**src/rtl/mem_arb.sv**
```systemverilog
`timescale 1ns/1ps
// mem_arb
//   Arbitrates an instruction-fetch port (IFU) and a load/store port (LSU)
//   onto a single memory port. Only one transaction is outstanding at a time.
//   The memory request is presented while in ISSUE. The response comes back
//   one cycle after memory rvalid, or one cycle after the timeout expires.
//
//   state | meaning
//   IDLE  | no transaction; the next request picks the owner
//   ISSUE | o_mem_* presented for the owner; waiting for i_mem_gnt
//   WAIT  | accepted by memory; waiting for i_mem_rvalid or timeout
//
// Parameters
//   TO_CYCLES : 1..255, WAIT cycles without rvalid before an error response
//
// Ports
//   i_clk, i_rst (async, active-low)
//   IFU : i_ifu_req, i_ifu_addr, o_ifu_gnt, o_ifu_rvalid
//   LSU : i_lsu_req, i_lsu_wen, i_lsu_addr, i_lsu_wdata, i_lsu_wmask,
//         o_lsu_gnt, o_lsu_rvalid
//   shared response : o_rdata, o_err
//   memory : o_mem_req, o_mem_wen, o_mem_addr, o_mem_wdata, o_mem_wmask,
//            i_mem_gnt, i_mem_rvalid, i_mem_rdata
//
// Build option
//   MEM_ARB_RR_EN : when defined, simultaneous requests seen in IDLE go
//                   round-robin. The requester not served last wins, and
//                   LSU wins the first tie after reset. When undefined, LSU
//                   always has priority.
module mem_arb #(
    parameter int unsigned TO_CYCLES = 255
) (
    input  logic        i_clk,
    input  logic        i_rst,
    input  logic        i_ifu_req,
    input  logic [31:0] i_ifu_addr,
    output logic        o_ifu_gnt,
    output logic        o_ifu_rvalid,
    input  logic        i_lsu_req,
    input  logic        i_lsu_wen,
    input  logic [31:0] i_lsu_addr,
    input  logic [31:0] i_lsu_wdata,
    input  logic [3:0]  i_lsu_wmask,
    output logic        o_lsu_gnt,
    output logic        o_lsu_rvalid,
    output logic [31:0] o_rdata,
    output logic        o_err,
    output logic        o_mem_req,
    output logic        o_mem_wen,
    output logic [31:0] o_mem_addr,
    output logic [31:0] o_mem_wdata,
    output logic [3:0]  o_mem_wmask,
    input  logic        i_mem_gnt,
    input  logic        i_mem_rvalid,
    input  logic [31:0] i_mem_rdata
);

    typedef enum logic [1:0] {
        ST_IDLE  = 2'd0,
        ST_ISSUE = 2'd1,
        ST_WAIT  = 2'd2
    } state_t;

    localparam logic [7:0] TO_LIMIT = 8'(TO_CYCLES);

    state_t      state_q, state_d;
    logic        owner_q, owner_d;          // 1 = LSU owns the transaction
    logic [7:0]  cnt_q, cnt_d;
    logic        ifu_rvalid_q, ifu_rvalid_d;
    logic        lsu_rvalid_q, lsu_rvalid_d;
    logic [31:0] rdata_q, rdata_d;
    logic        err_q, err_d;
    logic        pick_lsu;
    logic        issue;

`ifdef MEM_ARB_RR_EN
    logic        last_lsu_q, last_lsu_d;

    // On a tie, serve whichever side was not served last.
    assign pick_lsu = i_lsu_req && (!i_ifu_req || !last_lsu_q);
`else
    assign pick_lsu = i_lsu_req;
`endif

    always_comb begin
        state_d      = state_q;
        owner_d      = owner_q;
        cnt_d        = cnt_q;
        ifu_rvalid_d = 1'b0;
        lsu_rvalid_d = 1'b0;
        rdata_d      = rdata_q;
        err_d        = err_q;
`ifdef MEM_ARB_RR_EN
        last_lsu_d   = last_lsu_q;
`endif
        case (state_q)
            ST_IDLE: begin
                if (i_ifu_req || i_lsu_req) begin
                    owner_d = pick_lsu;
                    state_d = ST_ISSUE;
`ifdef MEM_ARB_RR_EN
                    last_lsu_d = pick_lsu;
`endif
                end
            end
            ST_ISSUE: begin
                if (i_mem_gnt) begin
                    cnt_d = 8'd0;
                    if (i_mem_rvalid) begin
                        // Accepted and answered in the same cycle.
                        ifu_rvalid_d = !owner_q;
                        lsu_rvalid_d = owner_q;
                        rdata_d      = i_mem_rdata;
                        err_d        = 1'b0;
                        state_d      = ST_IDLE;
                    end else begin
                        state_d = ST_WAIT;
                    end
                end
            end
            ST_WAIT: begin
                if (i_mem_rvalid) begin
                    ifu_rvalid_d = !owner_q;
                    lsu_rvalid_d = owner_q;
                    rdata_d      = i_mem_rdata;
                    err_d        = 1'b0;
                    state_d      = ST_IDLE;
                end else begin
                    cnt_d = cnt_q + 8'd1;
                    if (cnt_d == TO_LIMIT) begin
                        ifu_rvalid_d = !owner_q;
                        lsu_rvalid_d = owner_q;
                        rdata_d      = 32'd0;
                        err_d        = 1'b1;
                        state_d      = ST_IDLE;
                    end
                end
            end
            default: state_d = ST_IDLE;
        endcase
    end

    always_ff @(posedge i_clk or negedge i_rst) begin
        if (!i_rst) begin
            state_q      <= ST_IDLE;
            owner_q      <= 1'b0;
            cnt_q        <= 8'd0;
            ifu_rvalid_q <= 1'b0;
            lsu_rvalid_q <= 1'b0;
            rdata_q      <= 32'd0;
            err_q        <= 1'b0;
`ifdef MEM_ARB_RR_EN
            last_lsu_q   <= 1'b0;
`endif
        end else begin
            state_q      <= state_d;
            owner_q      <= owner_d;
            cnt_q        <= cnt_d;
            ifu_rvalid_q <= ifu_rvalid_d;
            lsu_rvalid_q <= lsu_rvalid_d;
            rdata_q      <= rdata_d;
            err_q        <= err_d;
`ifdef MEM_ARB_RR_EN
            last_lsu_q   <= last_lsu_d;
`endif
        end
    end

    // The memory port is driven straight from the owner's held request
    // inputs. Outside ISSUE it is forced to zero, so reset clears it at once.
    assign issue       = (state_q == ST_ISSUE);
    assign o_mem_req   = issue;
    assign o_mem_wen   = issue && owner_q && i_lsu_wen;
    assign o_mem_addr  = !issue ? 32'd0 : (owner_q ? i_lsu_addr : i_ifu_addr);
    assign o_mem_wdata = (issue && owner_q) ? i_lsu_wdata : 32'd0;
    assign o_mem_wmask = (issue && owner_q) ? i_lsu_wmask : 4'd0;

    assign o_ifu_gnt    = issue && !owner_q && i_mem_gnt;
    assign o_lsu_gnt    = issue && owner_q && i_mem_gnt;
    assign o_ifu_rvalid = ifu_rvalid_q;
    assign o_lsu_rvalid = lsu_rvalid_q;
    assign o_rdata      = rdata_q;
    assign o_err        = err_q;

endmodule

```
**config.mk**
```make
export PLATFORM = sky130hd
export DESIGN_NAME = mem_arb
export DESIGN_NICKNAME = d
export VERILOG_FILES = /design/src/rtl/mem_arb.sv
export SDC_FILE = /design/constraint.sdc
export NUM_CORES = 1
export LEC_CHECK = 0
export BUFFER_PORTS_ARGS = -buffer_cell sky130_fd_sc_hd__buf_2
export CORE_MARGIN = 1
export CORE_UTILIZATION = 37
export CTS_CLUSTER_DIAMETER = 80
export CTS_CLUSTER_SIZE = 10
export DETAILED_ROUTE_END_ITERATION = 16
export MAX_ROUTING_LAYER = met4
export PLACE_DENSITY = 0.73
export SETUP_SLACK_MARGIN = 0.4
export SLEW_MARGIN = 20
export SYNTH_ARGS = -nofsm -noshare
export SYNTH_HDL_FRONTEND = slang
export SYNTH_SLANG_ARGS = --single-unit
```
**constraint.sdc**
```tcl
create_clock -name i_clk -period 4.05 [get_ports i_clk]
set_input_delay 0.6075 -clock i_clk [delete_from_list [all_inputs] [get_ports i_clk]]
set_output_delay 0.6075 -clock i_clk [all_outputs]
set_load 0.02 [all_outputs]
```
**Word-level counts from Yosys, hierarchy flattened**

Cells that the tools add are included.

- Register bits: 46
- Bits of input ports: 139
- Output and inout port bits: 107
- Word-level logic and storage cells: 62

- Add/subtract/negate cells: 1
- Equality and inequality tests: 8
- Mux-type cells: 33
- Reduce and logical (&&, ||, !) cells: 13

Operators with widths:

| cell | number |
|---|---|
| 32-bit 2-to-1 mux | 7 |
| 32-bit one-hot mux with 2 select lines | 1 |
| 8-bit 2-to-1 mux | 2 |
| 8-bit one-hot mux with 2 select lines | 1 |
| 1-bit 2-to-1 mux | 12 |
| 2-bit 2-to-1 mux | 5 |
| 8-bit by 1-bit adder with 8-bit output (second input constant) | 1 |
| 8-bit == test (second input constant) | 1 |
| 2-bit != test (second input constant) | 4 |
| 1-bit one-hot mux with 2 select lines | 3 |
| 2-bit one-hot mux with 3 select lines | 1 |
| 3-bit AND reduction | 2 |
| 1-bit logical AND | 5 |
| 4-bit 2-to-1 mux | 1 |
| 4-bit AND reduction | 1 |
| 3-bit != test (second input constant) | 1 |
| 2-bit by 1-bit == test with 1-bit output (second input constant) | 1 |
| 2-bit == test (second input constant) | 1 |
| 2-bit zero test | 1 |
| 2-bit AND reduction | 1 |
| 2-bit nonzero test | 1 |
| 1-bit zero test | 1 |
| 1-bit logical OR | 1 |

**Longest topological paths before layout**

- Word-level depth: 5
- Mapped depth: 9
- Gate-level depth less buffers: 7

**Worst setup path after synthesis**

Ideal clock, no wire load.

- Kind: register -> output
- From: register state_q[1]
- To: output port o_mem_addr[0]
- Data arrival time: 1.603 ns
- Required time: 3.442 ns
- Setup slack: 1.839 ns
- Cell stages (with the launch flop): 6
- Buffers on the path: 2
- Cell sequence: dfrtp_1 -> inv_1 -> ha_1 -> buf_2 -> clkbuf_1 -> nor2b_1

- Longest elaborated chain between the ends: 2

Ends and longest elaborated chain:

| element | line | source |
|---|---|---|
| start: declaration | 66 | `state_t state_q, state_d;` |
| start signal: assignment | 156 | `state_q <= state_d;` |
| 2-bit by 1-bit == test with 1-bit output | 171 | `assign issue = (state_q == ST_ISSUE);` |
| named net o_mem_req | 48 | `output logic o_mem_req,` |
| 32-bit 2-to-1 mux | 174 | `assign o_mem_addr = !issue ? 32'd0 : (owner_q ? i_lsu_addr : i_ifu_addr);` |
| end: declaration | 50 | `output logic [31:0] o_mem_addr,` |

The timed path passes the listed nets, and every way through them passes these cells.

**Final worst setup path**

- From: register state_q[1]
- To: output port o_mem_wdata[0]

- Longest elaborated chain between the ends: 3

Ends and longest elaborated chain:

| element | line | source |
|---|---|---|
| 2-bit by 1-bit == test with 1-bit output | 171 |  |
| 1-bit logical AND | 175 | `assign o_mem_wdata = (issue && owner_q) ? i_lsu_wdata : 32'd0;` |
| 32-bit 2-to-1 mux | 175 |  |
| end: declaration | 51 | `output logic [31:0] o_mem_wdata,` |

Every way passes these cells.

==> impl_metrics.yaml <==
outcome:
  outcome: "completed"
synth:
  synth_seq_area_share_pct: 36.0
  synth_area_um2: 3200
  synth_largest_area_cell: "dfrtp_1"
  syn_nets: 506
  syn_avg_cell_area_um2: 8.84
  async_flop_share_pct: 100
  synth.most_common_cell: "nand2_1"
  synth_cells: 362
  synth_edf_count: 0
  synth_area_leaders: "dfrtp_1 36%, mux2i_1 10%, nand2_1 8.2%"
  yosysTopAreaCellShare_pct: 36.0
  ys_ff_latch: 46
  synth_common_cells: "70 x nand2_1, 46 x dfrtp_1, 38 x and3_1, 34 x nor2b_1, 32 x mux2i_1"
  synth_warnings: 0
  synth_cell_type_count: 43
  synthFlopType: "dfrtp_1"
worst_setup_path:
  r2r_slack_ps: 1520
  crit_fanout: 63
  reg2reg_from: "state_q[0]$_DFFE_PN0P_"
  worstSetupStartpointType: "flip-flop"
  critPathTopFamily: "buffers and inverters"
  crit_path_max_incr_delay_ps: 450
  path_buf_inv: 3
  worstPathCellList: "inv_1 -> ha_2 -> buf_4 -> and3_1 -> buf_2"
  slowest_stage: "buf_4"
  r2r-end: "o_rdata[4]$_DFFE_PN0P_"
  cp.arrival_ps: 2070
  crit_path_end_kind: "primary output"
  ff2ff_path_depth: 7
  required_ps: 3440
  worst-setup-path-type: "reg2out"
clocking:
  clockRootBuffer: "clkbuf_8"
  htree_num_levels: 2
  numCtsBuffers: 5
  cts_buffer_depth: 2
  cts_setup_buffers: 0
  postCtsHoldBufs: 0
  cts_tree: "done"
  clock-sinks: 46
  clock_latency_ps: 300
  clkTransAtPathRegs_ps: 100
  ctsResizeCount: 0
global_routing:
  met3_usage_pct: 8.13
  grt_antenna_before_repair: 0
  overflow: 0
  grt_use_total_pct: 25.6
  grt_pass1_wl_mm: 16.5
  grt.met2_usage_pct: 38.3
  grt_busiest_layer: "met2"
  grt_pass1_vias: 3094
  grt_util_met1_pct: 33.7
  grt_max_degree: 64
routing:
  drtIter0Drc: 227
  via_count: 3584
  drc: 0
  post_drt_wl_per_cell_um: 17.0
  wl_mm: 11.8
  dr.pass1.iters: 4
  routed_via_density: 5.17
  ant_nets: 0
sta:
  setup_tns_ps: 0
  grt_setup_unrepaired: "no"
  maxSlewHeadroom_pct: 40.3
  finalSetupViolCount: 0
  fin_crit_ps: 2680
  holdWs_ps: 310
  post-route-period-util_pct: 66.2
  drv_slew: 0
  finalHoldViolCount: 0
  max_freq_mhz: 373
  clock_skew_ps: 8.86
  worstMarginPinSlew_ps: 894
die:
  die_h_um: 95.0
  die_w_um: 95.0
  io_pins: 246
  dieArea_um2: 9030
  core_um2: 8300
  num_rows: 33
  initial_core_util_pct: 38.6
power_and_ir_drop:
  clockPowerShare_pct: 9.5
  power.leakage_uw: 0.00268
  intPower_uw: 1520
  ir_drop_uv: 416
  sw_frac_of_total_pct: 52.2
  power.switching_uw: 1650
  pwr-share-seq_pct: 24.1
  power.density_nw_per_um2: 701
  pwr-share-comb_pct: 66.3
layout:
  area_growth_syn_to_layout_pct: 41.5
  nNetsFinal: 731
  drive_above_1_share_pct: 50.2
  antenna_cells: 0
placement:
  dp_hpwl_mm: 9.44
  place.gp.congestion: 0.874
  io_buffers: 245
job:
  max-cap-violations: 0
hold_path:
  hp-class: "in2async"
-- flip-flops by register name, indices dropped and copies added, names as in the netlist --
name / flops
o_err: 1
owner_q: 1
o_rdata: 32
cnt_q: 8
o_lsu_rvalid: 1
state_q: 2
o_ifu_rvalid: 1
-- cell usage in the layout, fill, tap and decap left out, drive strengths merged, types with 2 or more instances in the layout --
master,instances
buf,251
nand2,71
dfrtp,46
and3,39
o21ai,35
nor2b,34
mux2i,32
a22o,9
nor2,7
nand3,5
a21o,5
nor3,5
clkbuf,5
ha,5
a21oi,4
inv,4
nand4b,3
nand2b,3
mux2,3
o31ai,3
nand3b,2
a211o,2
clkinvlp,2
and2,2
nor4b,2
-- layer usage --
metal / share of wire [%] / up-vias
met3: 11 / 9
met1: 42 / 1664
met5: 0 / -
li1: - / 1696
met2: 46 / 215
met4: 1.0 / 0
-- power groups by stage --
stage               Clock [µW]  Sequential (µW)  Combinational, µW
floorplan                    0              928               1280
global placement             0              764               2060
detailed placement           0              776               2110
CTS                        308              764               2110
global route               332              792               2260
finish                     302              766               2100
-- how the worst max path moves through the flow --
stage | cells after the start | endpoint | start | slack, ps
after global routing | 5 | o_mem_wdata[0] | state_q[1]$_DFFE_PN0P_ | 1200
after detailed placement | 7 | o_rdata[5]$_DFFE_PN0P_ | state_q[0]$_DFFE_PN0P_ | 1530
after global placement | 7 | o_rdata[5]$_DFFE_PN0P_ | state_q[0]$_DFFE_PN0P_ | 1630
after floorplan | 5 | o_mem_addr[0] | state_q[1]$_DFFE_PN0P_ | 1840
final | 5 | o_mem_wdata[0] | state_q[1]$_DFFE_PN0P_ | 1370
after CTS | 4 | o_mem_addr[27] | owner_q$_DFFE_PN0P_ | 1360
-- through the flow --
step           std cells  total power, µW  util [%]  worst slack, ps  area (µm²)
3_5_place_dp         685             2880      53.4             1530        4430
6_report             693             3170      54.6             1370        4530
3_3_place_gp         685             2820      53.4             1630        4430
2_1_floorplan        362             2200         -             1840        3200
5_1_grt              693             3390      54.6             1200        4530
4_1_cts              693             3180      54.5             1360        4530
-- cells by family after synthesis --
logic type | share of synthesized area (%)
and+or+nand+nor | 28.9
adders and majority gates | 1.95
DFF | 36.0
buffers and inverters | 5.86
muxes | 11.1
xor gates and xnor gates | 0.508
AOI/OAI and AO/OA | 15.8
-- cell type report --
class	instances	area (µm²)
fill	810	3770
multi-input combinational	280	1870
timing repair buffer	251	1270
sequential	46	1150
tap	105	131
clock buffer	5	68.8
clock inverter	3	23.8
inverter	3	11.3
No activity file was read; power rests on OpenSTA's default activity.
